## src/rtl/maroc_sc_scheduler_if.sv

```systemverilog
// Register-interface and transmitter-side signal bundle for maroc_sc_scheduler.
//
// slave  : the scheduler side (takes requests and transmitter state, drives
//          start/reset/mux/strobes and status).
// master : the surrounding logic (register block + transmitter glue).
//
// Signals:
//   host_req_in     single-cycle host configuration request
//   refresh_en_in   enables the periodic refresh timer
//   clear_err_in    clears the sticky error flag
//   tx_state_in     transmitter state: 0 idle, 1 reset, 2 shift, 3 done
//   tx_start_out    one-cycle transmitter start pulse
//   tx_reset_out    transmitter reset during recovery (2 cycles)
//   src_sel_out     frame source select: 0 host registers, 1 shadow config
//   latch_cfg_out   one-cycle snapshot strobe for the selected source
//   busy_out        high whenever the scheduler is not idle
//   done_out        one-cycle pulse per successful frame
//   err_out         sticky: retries exhausted
//   frame_cnt_out   successful frame counter (wraps)
//   sched_state_out scheduler FSM state
interface maroc_sc_scheduler_if;
    logic        host_req_in;
    logic        refresh_en_in;
    logic        clear_err_in;
    logic [1:0]  tx_state_in;
    logic        tx_start_out;
    logic        tx_reset_out;
    logic        src_sel_out;
    logic        latch_cfg_out;
    logic        busy_out;
    logic        done_out;
    logic        err_out;
    logic [15:0] frame_cnt_out;
    logic [2:0]  sched_state_out;

    modport slave (
        input  host_req_in, refresh_en_in, clear_err_in, tx_state_in,
        output tx_start_out, tx_reset_out, src_sel_out, latch_cfg_out,
               busy_out, done_out, err_out, frame_cnt_out, sched_state_out
    );

    modport master (
        output host_req_in, refresh_en_in, clear_err_in, tx_state_in,
        input  tx_start_out, tx_reset_out, src_sel_out, latch_cfg_out,
               busy_out, done_out, err_out, frame_cnt_out, sched_state_out
    );
endinterface

```

## src/rtl/maroc_sc_scheduler.sv

```systemverilog
// maroc_sc_scheduler: shares the MAROC slow-control serial link between host
// configuration writes and a periodic shadow-config refresh. Issues the
// transmitter start pulse, tracks completion through the transmitter state,
// and recovers stalled frames with a watchdog, bounded retries and a
// transmitter reset.
//
// Ports:
//   clk_in    system clock (same clock as the transmitter)
//   reset_in  synchronous active-high reset
//   sc        maroc_sc_scheduler_if.slave (requests, transmitter state,
//             transmitter controls, status)
module maroc_sc_scheduler #(
    parameter int REFRESH_CYCLES = 5000000,
    parameter int TIMEOUT_CYCLES = 2048,
    parameter int GAP_CYCLES     = 16,
    parameter int MAX_RETRY      = 2
) (
    input  logic                 clk_in,
    input  logic                 reset_in,
    maroc_sc_scheduler_if.slave  sc
);

    localparam int REF_W = (REFRESH_CYCLES > 2) ? $clog2(REFRESH_CYCLES) : 1;
    localparam int WD_W  = (TIMEOUT_CYCLES > 2) ? $clog2(TIMEOUT_CYCLES) : 1;
    localparam int GAP_W = $clog2(GAP_CYCLES + 2);
    localparam int RTY_W = $clog2(MAX_RETRY + 2);

    localparam logic [REF_W-1:0] REF_LAST = REF_W'(REFRESH_CYCLES - 1);
    localparam logic [WD_W-1:0]  WD_LAST  = WD_W'(TIMEOUT_CYCLES - 1);
    localparam logic [GAP_W-1:0] GAP_LAST = GAP_W'(GAP_CYCLES);
    localparam logic [RTY_W-1:0] RTY_MAX  = RTY_W'(MAX_RETRY);

    typedef enum logic [2:0] {
        ST_IDLE      = 3'd0,
        ST_LATCH     = 3'd1,
        ST_START     = 3'd2,
        ST_WAIT_BUSY = 3'd3,
        ST_WAIT_DONE = 3'd4,
        ST_GAP       = 3'd5,
        ST_RECOVER   = 3'd6
    } state_t;

    state_t             state_reg, state_next;
    logic [REF_W-1:0]   ref_cnt_reg, ref_cnt_next;
    logic [WD_W-1:0]    wd_reg, wd_next;
    logic [GAP_W-1:0]   gap_reg, gap_next;
    logic [RTY_W-1:0]   retry_reg, retry_next;
    logic               rec_reg, rec_next;
    logic               host_pend_reg, host_pend_next;
    logic               ref_pend_reg, ref_pend_next;
    logic               src_sel_reg, src_sel_next;
    logic               err_reg, err_next;
    logic [15:0]        frame_cnt_reg, frame_cnt_next;
    logic               tx_start_reg, tx_reset_reg, latch_reg, busy_reg, done_reg;

    logic               grant_host, grant_ref, frame_done, err_set, ref_tick;

    // Scheduler FSM: next state and per-state bookkeeping.
    always_comb begin
        state_next   = state_reg;
        wd_next      = wd_reg;
        gap_next     = gap_reg;
        rec_next     = rec_reg;
        retry_next   = retry_reg;
        src_sel_next = src_sel_reg;
        grant_host   = 1'b0;
        grant_ref    = 1'b0;
        frame_done   = 1'b0;
        err_set      = 1'b0;
        case (state_reg)
            ST_IDLE: begin
                if (host_pend_reg) begin
                    grant_host   = 1'b1;
                    src_sel_next = 1'b0;
                    retry_next   = '0;
                    state_next   = ST_LATCH;
                end else if (ref_pend_reg) begin
                    grant_ref    = 1'b1;
                    src_sel_next = 1'b1;
                    retry_next   = '0;
                    state_next   = ST_LATCH;
                end
            end
            ST_LATCH: state_next = ST_START;
            ST_START: begin
                wd_next    = '0;
                state_next = ST_WAIT_BUSY;
            end
            ST_WAIT_BUSY, ST_WAIT_DONE: begin
                // Done is checked first so a frame finishing on the last
                // watchdog cycle still counts; a done seen while waiting for
                // busy also counts (very short frames).
                if (sc.tx_state_in == 2'd3) begin
                    frame_done = 1'b1;
                    gap_next   = '0;
                    state_next = ST_GAP;
                end else if (wd_reg == WD_LAST) begin
                    rec_next   = 1'b0;
                    state_next = ST_RECOVER;
                end else begin
                    wd_next = wd_reg + 1'b1;
                    if (state_reg == ST_WAIT_BUSY && sc.tx_state_in != 2'd0)
                        state_next = ST_WAIT_DONE;
                end
            end
            ST_GAP: begin
                // The entry cycle (done / error cycle) is followed by
                // GAP_CYCLES idle cycles before IDLE can grant again.
                if (gap_reg == GAP_LAST)
                    state_next = ST_IDLE;
                else
                    gap_next = gap_reg + 1'b1;
            end
            ST_RECOVER: begin
                if (rec_reg) begin
                    if (retry_reg < RTY_MAX) begin
                        retry_next = retry_reg + 1'b1;
                        state_next = ST_LATCH;
                    end else begin
                        err_set    = 1'b1;
                        gap_next   = '0;
                        state_next = ST_GAP;
                    end
                end else begin
                    rec_next = 1'b1;
                end
            end
            default: state_next = ST_IDLE;
        endcase
    end

    // Request capture, refresh timer, status.
    always_comb begin
        ref_tick     = 1'b0;
        ref_cnt_next = ref_cnt_reg;
        if (!sc.refresh_en_in) begin
            ref_cnt_next = '0;
        end else if (ref_cnt_reg == REF_LAST) begin
            ref_cnt_next = '0;
            ref_tick     = 1'b1;
        end else begin
            ref_cnt_next = ref_cnt_reg + 1'b1;
        end
        // A request on the grant cycle re-arms the flag so it is not lost.
        host_pend_next = (host_pend_reg & ~grant_host) | sc.host_req_in;
        ref_pend_next  = (ref_pend_reg & ~grant_ref) | ref_tick;
        // A new error beats a simultaneous clear.
        err_next       = err_set | (err_reg & ~sc.clear_err_in);
        frame_cnt_next = frame_cnt_reg + 16'(frame_done);
    end

    always_ff @(posedge clk_in) begin
        if (reset_in) begin
            state_reg     <= ST_IDLE;
            ref_cnt_reg   <= '0;
            wd_reg        <= '0;
            gap_reg       <= '0;
            retry_reg     <= '0;
            rec_reg       <= 1'b0;
            host_pend_reg <= 1'b0;
            ref_pend_reg  <= 1'b0;
            src_sel_reg   <= 1'b0;
            err_reg       <= 1'b0;
            frame_cnt_reg <= '0;
            tx_start_reg  <= 1'b0;
            tx_reset_reg  <= 1'b0;
            latch_reg     <= 1'b0;
            busy_reg      <= 1'b0;
            done_reg      <= 1'b0;
        end else begin
            state_reg     <= state_next;
            ref_cnt_reg   <= ref_cnt_next;
            wd_reg        <= wd_next;
            gap_reg       <= gap_next;
            retry_reg     <= retry_next;
            rec_reg       <= rec_next;
            host_pend_reg <= host_pend_next;
            ref_pend_reg  <= ref_pend_next;
            src_sel_reg   <= src_sel_next;
            err_reg       <= err_next;
            frame_cnt_reg <= frame_cnt_next;
            // Strobes are decoded from the next state so they are flops
            // aligned with the state they belong to.
            tx_start_reg  <= (state_next == ST_START);
            tx_reset_reg  <= (state_next == ST_RECOVER);
            latch_reg     <= (state_next == ST_LATCH);
            busy_reg      <= (state_next != ST_IDLE);
            done_reg      <= frame_done;
        end
    end

    assign sc.tx_start_out    = tx_start_reg;
    assign sc.tx_reset_out    = tx_reset_reg;
    assign sc.src_sel_out     = src_sel_reg;
    assign sc.latch_cfg_out   = latch_reg;
    assign sc.busy_out        = busy_reg;
    assign sc.done_out        = done_reg;
    assign sc.err_out         = err_reg;
    assign sc.frame_cnt_out   = frame_cnt_reg;
    assign sc.sched_state_out = state_reg;

endmodule

```

## src/flat_wrapper.sv

```systemverilog
// flat-port wrapper written by rule: the top's interface ports become plain ports
module maroc_sc_scheduler_flat 
#(
    parameter int REFRESH_CYCLES = 5000000,
    parameter int TIMEOUT_CYCLES = 2048,
    parameter int GAP_CYCLES     = 16,
    parameter int MAX_RETRY      = 2
)
  (clk_in, reset_in, sc_host_req_in, sc_refresh_en_in, sc_clear_err_in, sc_tx_state_in, sc_tx_start_out, sc_tx_reset_out, sc_src_sel_out, sc_latch_cfg_out, sc_busy_out, sc_done_out, sc_err_out, sc_frame_cnt_out, sc_sched_state_out);
  maroc_sc_scheduler_if sc_i ();
  input  logic clk_in;
  input  logic reset_in;
  input wire logic [$bits(sc_i.host_req_in)-1:0] sc_host_req_in;
  input wire logic [$bits(sc_i.refresh_en_in)-1:0] sc_refresh_en_in;
  input wire logic [$bits(sc_i.clear_err_in)-1:0] sc_clear_err_in;
  input wire logic [$bits(sc_i.tx_state_in)-1:0] sc_tx_state_in;
  output wire logic [$bits(sc_i.tx_start_out)-1:0] sc_tx_start_out;
  output wire logic [$bits(sc_i.tx_reset_out)-1:0] sc_tx_reset_out;
  output wire logic [$bits(sc_i.src_sel_out)-1:0] sc_src_sel_out;
  output wire logic [$bits(sc_i.latch_cfg_out)-1:0] sc_latch_cfg_out;
  output wire logic [$bits(sc_i.busy_out)-1:0] sc_busy_out;
  output wire logic [$bits(sc_i.done_out)-1:0] sc_done_out;
  output wire logic [$bits(sc_i.err_out)-1:0] sc_err_out;
  output wire logic [$bits(sc_i.frame_cnt_out)-1:0] sc_frame_cnt_out;
  output wire logic [$bits(sc_i.sched_state_out)-1:0] sc_sched_state_out;
  assign sc_i.host_req_in = sc_host_req_in;
  assign sc_i.refresh_en_in = sc_refresh_en_in;
  assign sc_i.clear_err_in = sc_clear_err_in;
  assign sc_i.tx_state_in = sc_tx_state_in;
  assign sc_tx_start_out = sc_i.tx_start_out;
  assign sc_tx_reset_out = sc_i.tx_reset_out;
  assign sc_src_sel_out = sc_i.src_sel_out;
  assign sc_latch_cfg_out = sc_i.latch_cfg_out;
  assign sc_busy_out = sc_i.busy_out;
  assign sc_done_out = sc_i.done_out;
  assign sc_err_out = sc_i.err_out;
  assign sc_frame_cnt_out = sc_i.frame_cnt_out;
  assign sc_sched_state_out = sc_i.sched_state_out;
  maroc_sc_scheduler #(.REFRESH_CYCLES(REFRESH_CYCLES), .TIMEOUT_CYCLES(TIMEOUT_CYCLES), .GAP_CYCLES(GAP_CYCLES), .MAX_RETRY(MAX_RETRY)) u_core (.clk_in(clk_in), .reset_in(reset_in), .sc(sc_i));
endmodule
```

## config.mk

```make
export PLATFORM = sky130hd
export DESIGN_NAME = maroc_sc_scheduler_flat
export DESIGN_NICKNAME = d
export VERILOG_FILES = /design/src/rtl/maroc_sc_scheduler_if.sv /design/src/rtl/maroc_sc_scheduler.sv /design/src/flat_wrapper.sv
export SDC_FILE = /design/constraint.sdc
export NUM_CORES = 1
export LEC_CHECK = 0
export ABC_AREA = 1
export BUFFER_PORTS_ARGS = -buffer_cell sky130_fd_sc_hd__buf_2
export CORE_MARGIN = 2
export CORE_UTILIZATION = 29
export DETAILED_ROUTE_END_ITERATION = 7
export PLACE_DENSITY = 0.53
export SETUP_SLACK_MARGIN = 0.3
export SLEW_MARGIN = 20
export SYNTH_ARGS = -nofsm -noshare
export SYNTH_HDL_FRONTEND = slang
export SYNTH_SLANG_ARGS = --single-unit
```

## constraint.sdc

```tcl
create_clock -name clk_in -period 4.2 [get_ports clk_in]
set_clock_uncertainty 0.05 [all_clocks]
set_input_delay 0.21 -clock clk_in [delete_from_list [all_inputs] [get_ports clk_in]]
set_output_delay 0.21 -clock clk_in [all_outputs]
set_load 0.01 [all_outputs]
```

==> summary.md, run 1 <==
| Metric | Value |
|---|---|
| Status | `finished clean` |
| Mapped Cells | `537` |
| Worst-path clk slew | `0.06 ns` |
| Syn_nets | `550` |
| First-pass GRT wire length | `14900 um` |
| Port Buffer Count | `32` |
| 1st-pass router iterations | `5` |
| Placed cell count | `729` |
| TritonCTS clock tree | `built` |
| TritonCTS Sinks | `70` |
| Worst Setup EP | `u_core.sc.frame_cnt_out[12]` |
| Fin crit share | `64.5%` |
| Worst-case clock buffer depth | `2` |
| Die Ht | `116 um` |
| Post-CTS setup buffer count | `0` |
| Syn-to-layout area delta | `16.6%` |
| CP required | `4.37 ns` |
| H-tree depth | `3` |
| Most used flip-flop cell after synthesis | `dfxtp_1` |
| Die area | `13500 um2` |
| PwrDens | `355 nW/um2` |
| Gr ovfl total | `0` |
| R2r startpoint | `u_core.sc.sched_state_out[1]` |
| Gr usage total | `14.1%` |
| Share of cells above drive strength 1 | `12.8%` |
| DR DRC count | `0` |
| Synth Area per Inst | `6.78 um2` |
| Cell family with most CP delay | `simple AND/OR/NAND/NOR gates` |
| Worst-path cell chain | `nand2_2 -> o21ai_4 -> nand2_4 -> inv_2 -> ha_1 -> ha_1 -> nand3_1 -> nor3_1 -> nand3_1 -> o21ai_0 -> a21oi_1` |
| Root Buffer Master | `clkbuf_16` |
| Hpwl dp | `6280 um` |
| Tmin final | `2.71 ns` |
| Via count | `3429` |
| R2R depth | `11` |
| DR iter-0 viols | `199` |
| CP Launch Type | `register` |
| R2R Path End | `u_core.sc.frame_cnt_out[12]` |
| I/O Pins | `33` |
| Largest net degree at the start of global routing | `33` |
| Max-cap violation count | `0` |
| Final #Nets | `585` |
| Post-synth ARST share | `0%` |
| Leakage | `1.60 nW` |
| Final cell count without fillers | `745` |
| RD Place Congestion | `0.848` |
| Most common cell after layout, fill and taps aside | `nand2_1` |
| Num CTS Buffers | `9` |
| WS Path Type | `reg2reg` |
| CP Depth | `11` |
| Peak supply drop | `0.196 mV` |
| Worst-margin pin slew | `0.657 ns` |
| Max reg flops | `23` |
| Per-cell routed wire length | `11.5 um` |
| Crit path launch | `u_core.sc.sched_state_out[1]` |
| Crit-path slowest cell | `dfxtp_1` |
| Starting Density | `30.0%` |
| Antenna Nets Post-Route | `0` |
| Endpoints failing setup | `0` |
| Register area share after synthesis | `38.5%` |
| Worst hold path type | `in2reg` |
| Post-synth top area cell | `dfxtp_1` |
| CP Capture Type | `register` |
| Rel. slew slack | `56.2%` |
| Number of synthesized flops with an enable pin | `0` |
| Worst-skew pair later-pin latency | `0.34 ns` |
| Slowest stage delay, CP | `0.49 ns` |
| Crit path DAT | `2.88 ns` |
| Total Wirelength | `8600 um` |
| RSZ-0062 raised after global routing | `no` |
| Initial antenna violation count | `0` |
| Resized cells post-CTS | `0` |
| Hold-fix buffer count after cts | `0` |
| Peak Freq | `369 MHz` |
| Fin. max-slew vios | `0` |
| Final Hold Fails | `0` |
| Synth top area cells | `dfxtp_1 39%, nand2_1 13%, nor2_1 8.0%` |
| Core Box Area | `12100 um2` |
| Synth warnings | `0` |
| Mean number of vias per cell | `4.60` |
| Row cnt | `40` |
| Post-synthesis cell area | `3640 um2` |
| CP bufs+invs | `1` |
| Reg2Reg Setup Slack | `1.49 ns` |
| Post-layout util | `35.0%` |
| CP max FO | `10` |
| Vias in the first global route | `3236` |
| Diode count | `0` |
| Die Wd | `116 um` |
| Seq cells post-synth | `70` |
| Setup TNS Final | `0 ns` |
| Commonest cells after routing, fill and taps aside | `124 x nand2_1, 78 x nor2_1, 70 x dfxtp_1` |
| Unique cell type count in the Yosys netlist | `35` |
| Share of the synthesized area in the top cell type | `38.5%` |
-- synth_stat cells, types with 2 or more instances --
master,instances
nand2_1,124
nor2_1,78
dfxtp_1,70
inv_1,67
a21oi_1,45
nand3_1,44
nand4_1,18
o21ai_0,16
nor3_1,13
ha_1,6
xor2_1,5
clkbuf_1,4
nand3_2,4
nor2_2,4
or2_2,4
xnor2_1,4
inv_2,3
nand2_2,3
nand2_4,3
nand3b_1,3
buf_4,2
buf_6,2
nor3_2,2
or2_0,2
-- cell type report --
cell class              instances  area, um2
fillers                      1340       7870
multi-input cells             389       1920
flip-flops and latches         70       1400
clock buffers                  13        270
inverters                      70        263
well taps                     168        210
repair buffers                 32        160
clock inverters                 3       17.5
-- stage by stage --
step / hold WS, ns / power, mW / area, um2 / setup slack (ns)
6_report: 0.0405 / 1.51 / 4240 / 1.49
2_1_floorplan: 0.238 / 0.765 / 3640 / 1.90
3_3_place_gp: 0.380 / 0.789 / 3960 / 1.69
5_1_grt: 0.0684 / 1.57 / 4240 / 1.21
4_1_cts: 0.0331 / 1.53 / 4240 / 1.54
3_5_place_dp: 0.392 / 0.790 / 3960 / 1.59
-- routing by layer --
metal | GRT usage, % | wire length, um
met5 | 0 | 0
met4 | 5.87 | 174
met3 | 4.97 | 354
met2 | 22.2 | 3900
met1 | 17.7 | 4170
-- cells by family after synthesis --
logic type               synth area share [%]
AO/OA/AOI/OAI                            10.3
XOR/XNOR                                 2.17
adder cells (fa/ha/maj)                  2.06
buffers and inverters                    8.67
flip-flops                               38.5
AND/OR/NAND/NOR                          38.3
-- power breakdown --
part / internal, mW / switching (mW)
logic: 0.0280 / 0.0636
clock network: 0.446 / 0.285
registers: 0.675 / 0.00853
-- worst min-delay path by stage --
stage,from,to,slack [ns],cells after the start
final,sc_host_req_in,u_core.host_pend_reg,0.04,3
after global routing,sc_host_req_in,u_core.host_pend_reg,0.07,3
after CTS,sc_host_req_in,u_core.host_pend_reg,0.03,3
after detailed placement,u_core.ref_cnt_reg[0],u_core.ref_cnt_reg[0],0.39,1
after global placement,sc_host_req_in,u_core.host_pend_reg,0.38,3
after floorplan,reset_in,u_core.sc.frame_cnt_out[5],0.24,1
-- worst min-delay path, delay by kind of cell --
| family | cells | cell delay (ns) |
|---|---|---|
| buffers and inverters | 1 | 0.08 |
| and+or+nand+nor | 1 | 0.07 |
| AOI/OAI and AO/OA | 1 | 0.03 |
Power figures use the tool's default switching activity.
==> run 2, diff against run 1 <==
--- a/config.mk
+++ b/config.mk
@@ -10,7 +10,7 @@
 export CORE_MARGIN = 2
 export CORE_UTILIZATION = 29
 export DETAILED_ROUTE_END_ITERATION = 7
-export PLACE_DENSITY = 0.53
+export PLACE_DENSITY = 0.54
 export SETUP_SLACK_MARGIN = 0.3
 export SLEW_MARGIN = 20
 export SYNTH_ARGS = -nofsm -noshare
==> constraint.sdc (replaced) <==
create_clock -name clk_in -period 2.24 [get_ports clk_in]
set_clock_uncertainty 0.05 [all_clocks]
set_input_delay 0.112 -clock clk_in [delete_from_list [all_inputs] [get_ports clk_in]]
set_output_delay 0.112 -clock clk_in [all_outputs]
set_load 0.01 [all_outputs]
==> run 2 against run 1 <==
Flip-flop and latch count unchanged; hold slack better by 0.042 ns; register-to-register slack worse by 1.1 ns; core utilization up 1.8 points; sequential power up 87%; non-clock buffer count up 13; maximum frequency up 43%; via count up 1.1%; cell area up 5.2%; routed wire length up 0.42%.
==> summary.md, run 2 (same netlist as run 1, synthesis figures left out) <==
| Metric | Value |
|---|---|
| Status | `finished clean` |
| Root Buffer Master | `clkbuf_16` |
| Placed Instance Area | `4070 um2` |
| Fill count | `1306` |
| Initial antenna violation count | `0` |
| Rel. slew slack | `66.4%` |
| H-tree depth | `3` |
| Via count | `3467` |
| Worst-case clock buffer depth | `2` |
| TritonCTS Sinks | `70` |
| Antenna Nets Post-Route | `0` |
| CP Capture Type | `register` |
| Final Cell Area | `4460 um2` |
| Mean number of vias per cell | `4.58` |
| Leakage | `1.69 nW` |
| Final cell count without fillers | `757` |
| Worst-skew pair later-pin latency | `0.33 ns` |
| Worst-margin pin slew | `0.499 ns` |
| 1st-pass router iterations | `5` |
| Row cnt | `40` |
| RSZ-0062 raised after global routing | `yes` |
| Worst-path clk slew | `0.05 ns` |
| CP required | `2.45 ns` |
| PwrDens | `644 nW/um2` |
| TritonCTS clock tree | `built` |
| I/O Pins | `33` |
| Seq. cell area | `1410 um2` |
| Die Wd | `116 um` |
| CP max FO | `5` |
| Worst hold path type | `in2reg` |
| Endpoints failing setup | `0` |
| Num CTS Buffers | `9` |
| Die area | `13500 um2` |
| Port Buffer Count | `32` |
| Hpwl dp | `6390 um` |
| Most common cell after layout, fill and taps aside | `nand2_1` |
| Syn-to-layout area delta | `22.7%` |
| Share of cells above drive strength 1 | `16.6%` |
| Total Wirelength | `8640 um` |
| First-pass GRT wire length | `15100 um` |
| DR DRC count | `0` |
| Final Hold Fails | `0` |
| Setup TNS Final | `0 ns` |
| WS Path Type | `reg2reg` |
| Multi-input gate area | `2030 um2` |
| Peak supply drop | `0.373 mV` |
| Gr ovfl total | `0` |
| Tmin final | `1.89 ns` |
| Fin crit share | `84.3%` |
| Final #Nets | `598` |
| Core Box Area | `12100 um2` |
| Largest net degree at the start of global routing | `32` |
| CP Launch Type | `register` |
| Max reg flops | `23` |
| Vias in the first global route | `3237` |
| Starting Density | `30.0%` |
| Fin. max-slew vios | `0` |
| Peak Freq | `529 MHz` |
| Gr usage total | `13.9%` |
| RD Place Congestion | `0.846` |
| Commonest cells after routing, fill and taps aside | `124 x nand2_1, 72 x nor2_1, 66 x inv_1, 66 x dfxtp_1, 45 x a21oi_1` |
| Die Ht | `116 um` |
| Max-cap violation count | `0` |
| DR iter-0 viols | `196` |
| Per-cell routed wire length | `11.4 um` |
| Post-layout util | `36.9%` |
| Placed cell count | `735` |
| Diode count | `0` |
| Crit path DAT | `2.10 ns` |
run 2: cell types whose count changed in the layout (fill, tap and decap cells not counted), moves of 3 or more:
cell,previous run,this run
nor2_1,78,72
nand3_1,44,41
clkbuf_1,1,4
buf_4,0,11
nor2_4,0,4
dfxtp_1,70,66
run 2: final timing paths:
check                                from                     endpoint  slack [ns]  cells after the start
max          u_core.sc.sched_state_out[1]  u_core.sc.frame_cnt_out[10]        0.35                     13
min                      sc_refresh_en_in          u_core.ref_pend_reg        0.08                      3
max reg2reg  u_core.sc.sched_state_out[1]  u_core.sc.frame_cnt_out[10]        0.35                     13
min reg2reg         u_core.ref_cnt_reg[0]        u_core.ref_cnt_reg[0]        0.40                      1
run 2: per-stage QoR:
stage	hold slack, ns	total power [mW]	setup slack [ns]
6_report	0.0824	2.87	0.351
5_1_grt	0.0849	2.99	0.242
4_1_cts	0.0656	2.92	0.309
3_5_place_dp	0.293	1.49	0.185
3_3_place_gp	0.284	1.49	0.279
2_1_floorplan	0.140	1.44	0.161
run 2: critical path, cell delays in order, from the launching register on:
cell     delay (ns)
dfxtp_4        0.37
nor2_4         0.12
nand2_2        0.07
o21ai_4        0.07
nand2_4        0.07
inv_4          0.06
ha_4           0.13
ha_4           0.14
nand3_4        0.11
nor3_4         0.26
inv_2          0.08
nor2_4         0.09
nand2_1        0.06
a21oi_1        0.13
run 2: what timing repair did:
action                                  in CTS  in global routing
buffers inserted                             2                  3
hold endpoints to repair                     2                  0
hold buffers                                 2                  0
resized for setup                            4                 10
endpoints found under the setup margin       6                 35
gates cloned                                 0                  0
pin swaps                                    1                  4
run 2: report_power, final:
part | leakage, nW | internal (mW) | switching (mW)
clock network | 0.137 | 0.888 | 0.505
logic | 0.980 | 0.0711 | 0.128
registers | 0.568 | 1.27 | 0.0170
run 2: area by class of cell:
cell class                      count  area share, %
Tap cell                          168           4.71
Clock buffer                       14           5.69
Sequential cell                    70           31.6
Timing Repair Buffer               45           5.89
Clock inverter                      1          0.673
Inverter                           70           5.94
Multi-Input combinational cell    389           45.5
run 2: routing by layer:
layer	vias to the layer above	GRT usage, %	part of all wire [%]
met5	-	0	0
met4	0	4.76	1.5
met3	12	3.61	4.1
met2	64	22.2	45
met1	1557	18.3	49
li1	1834	-	-
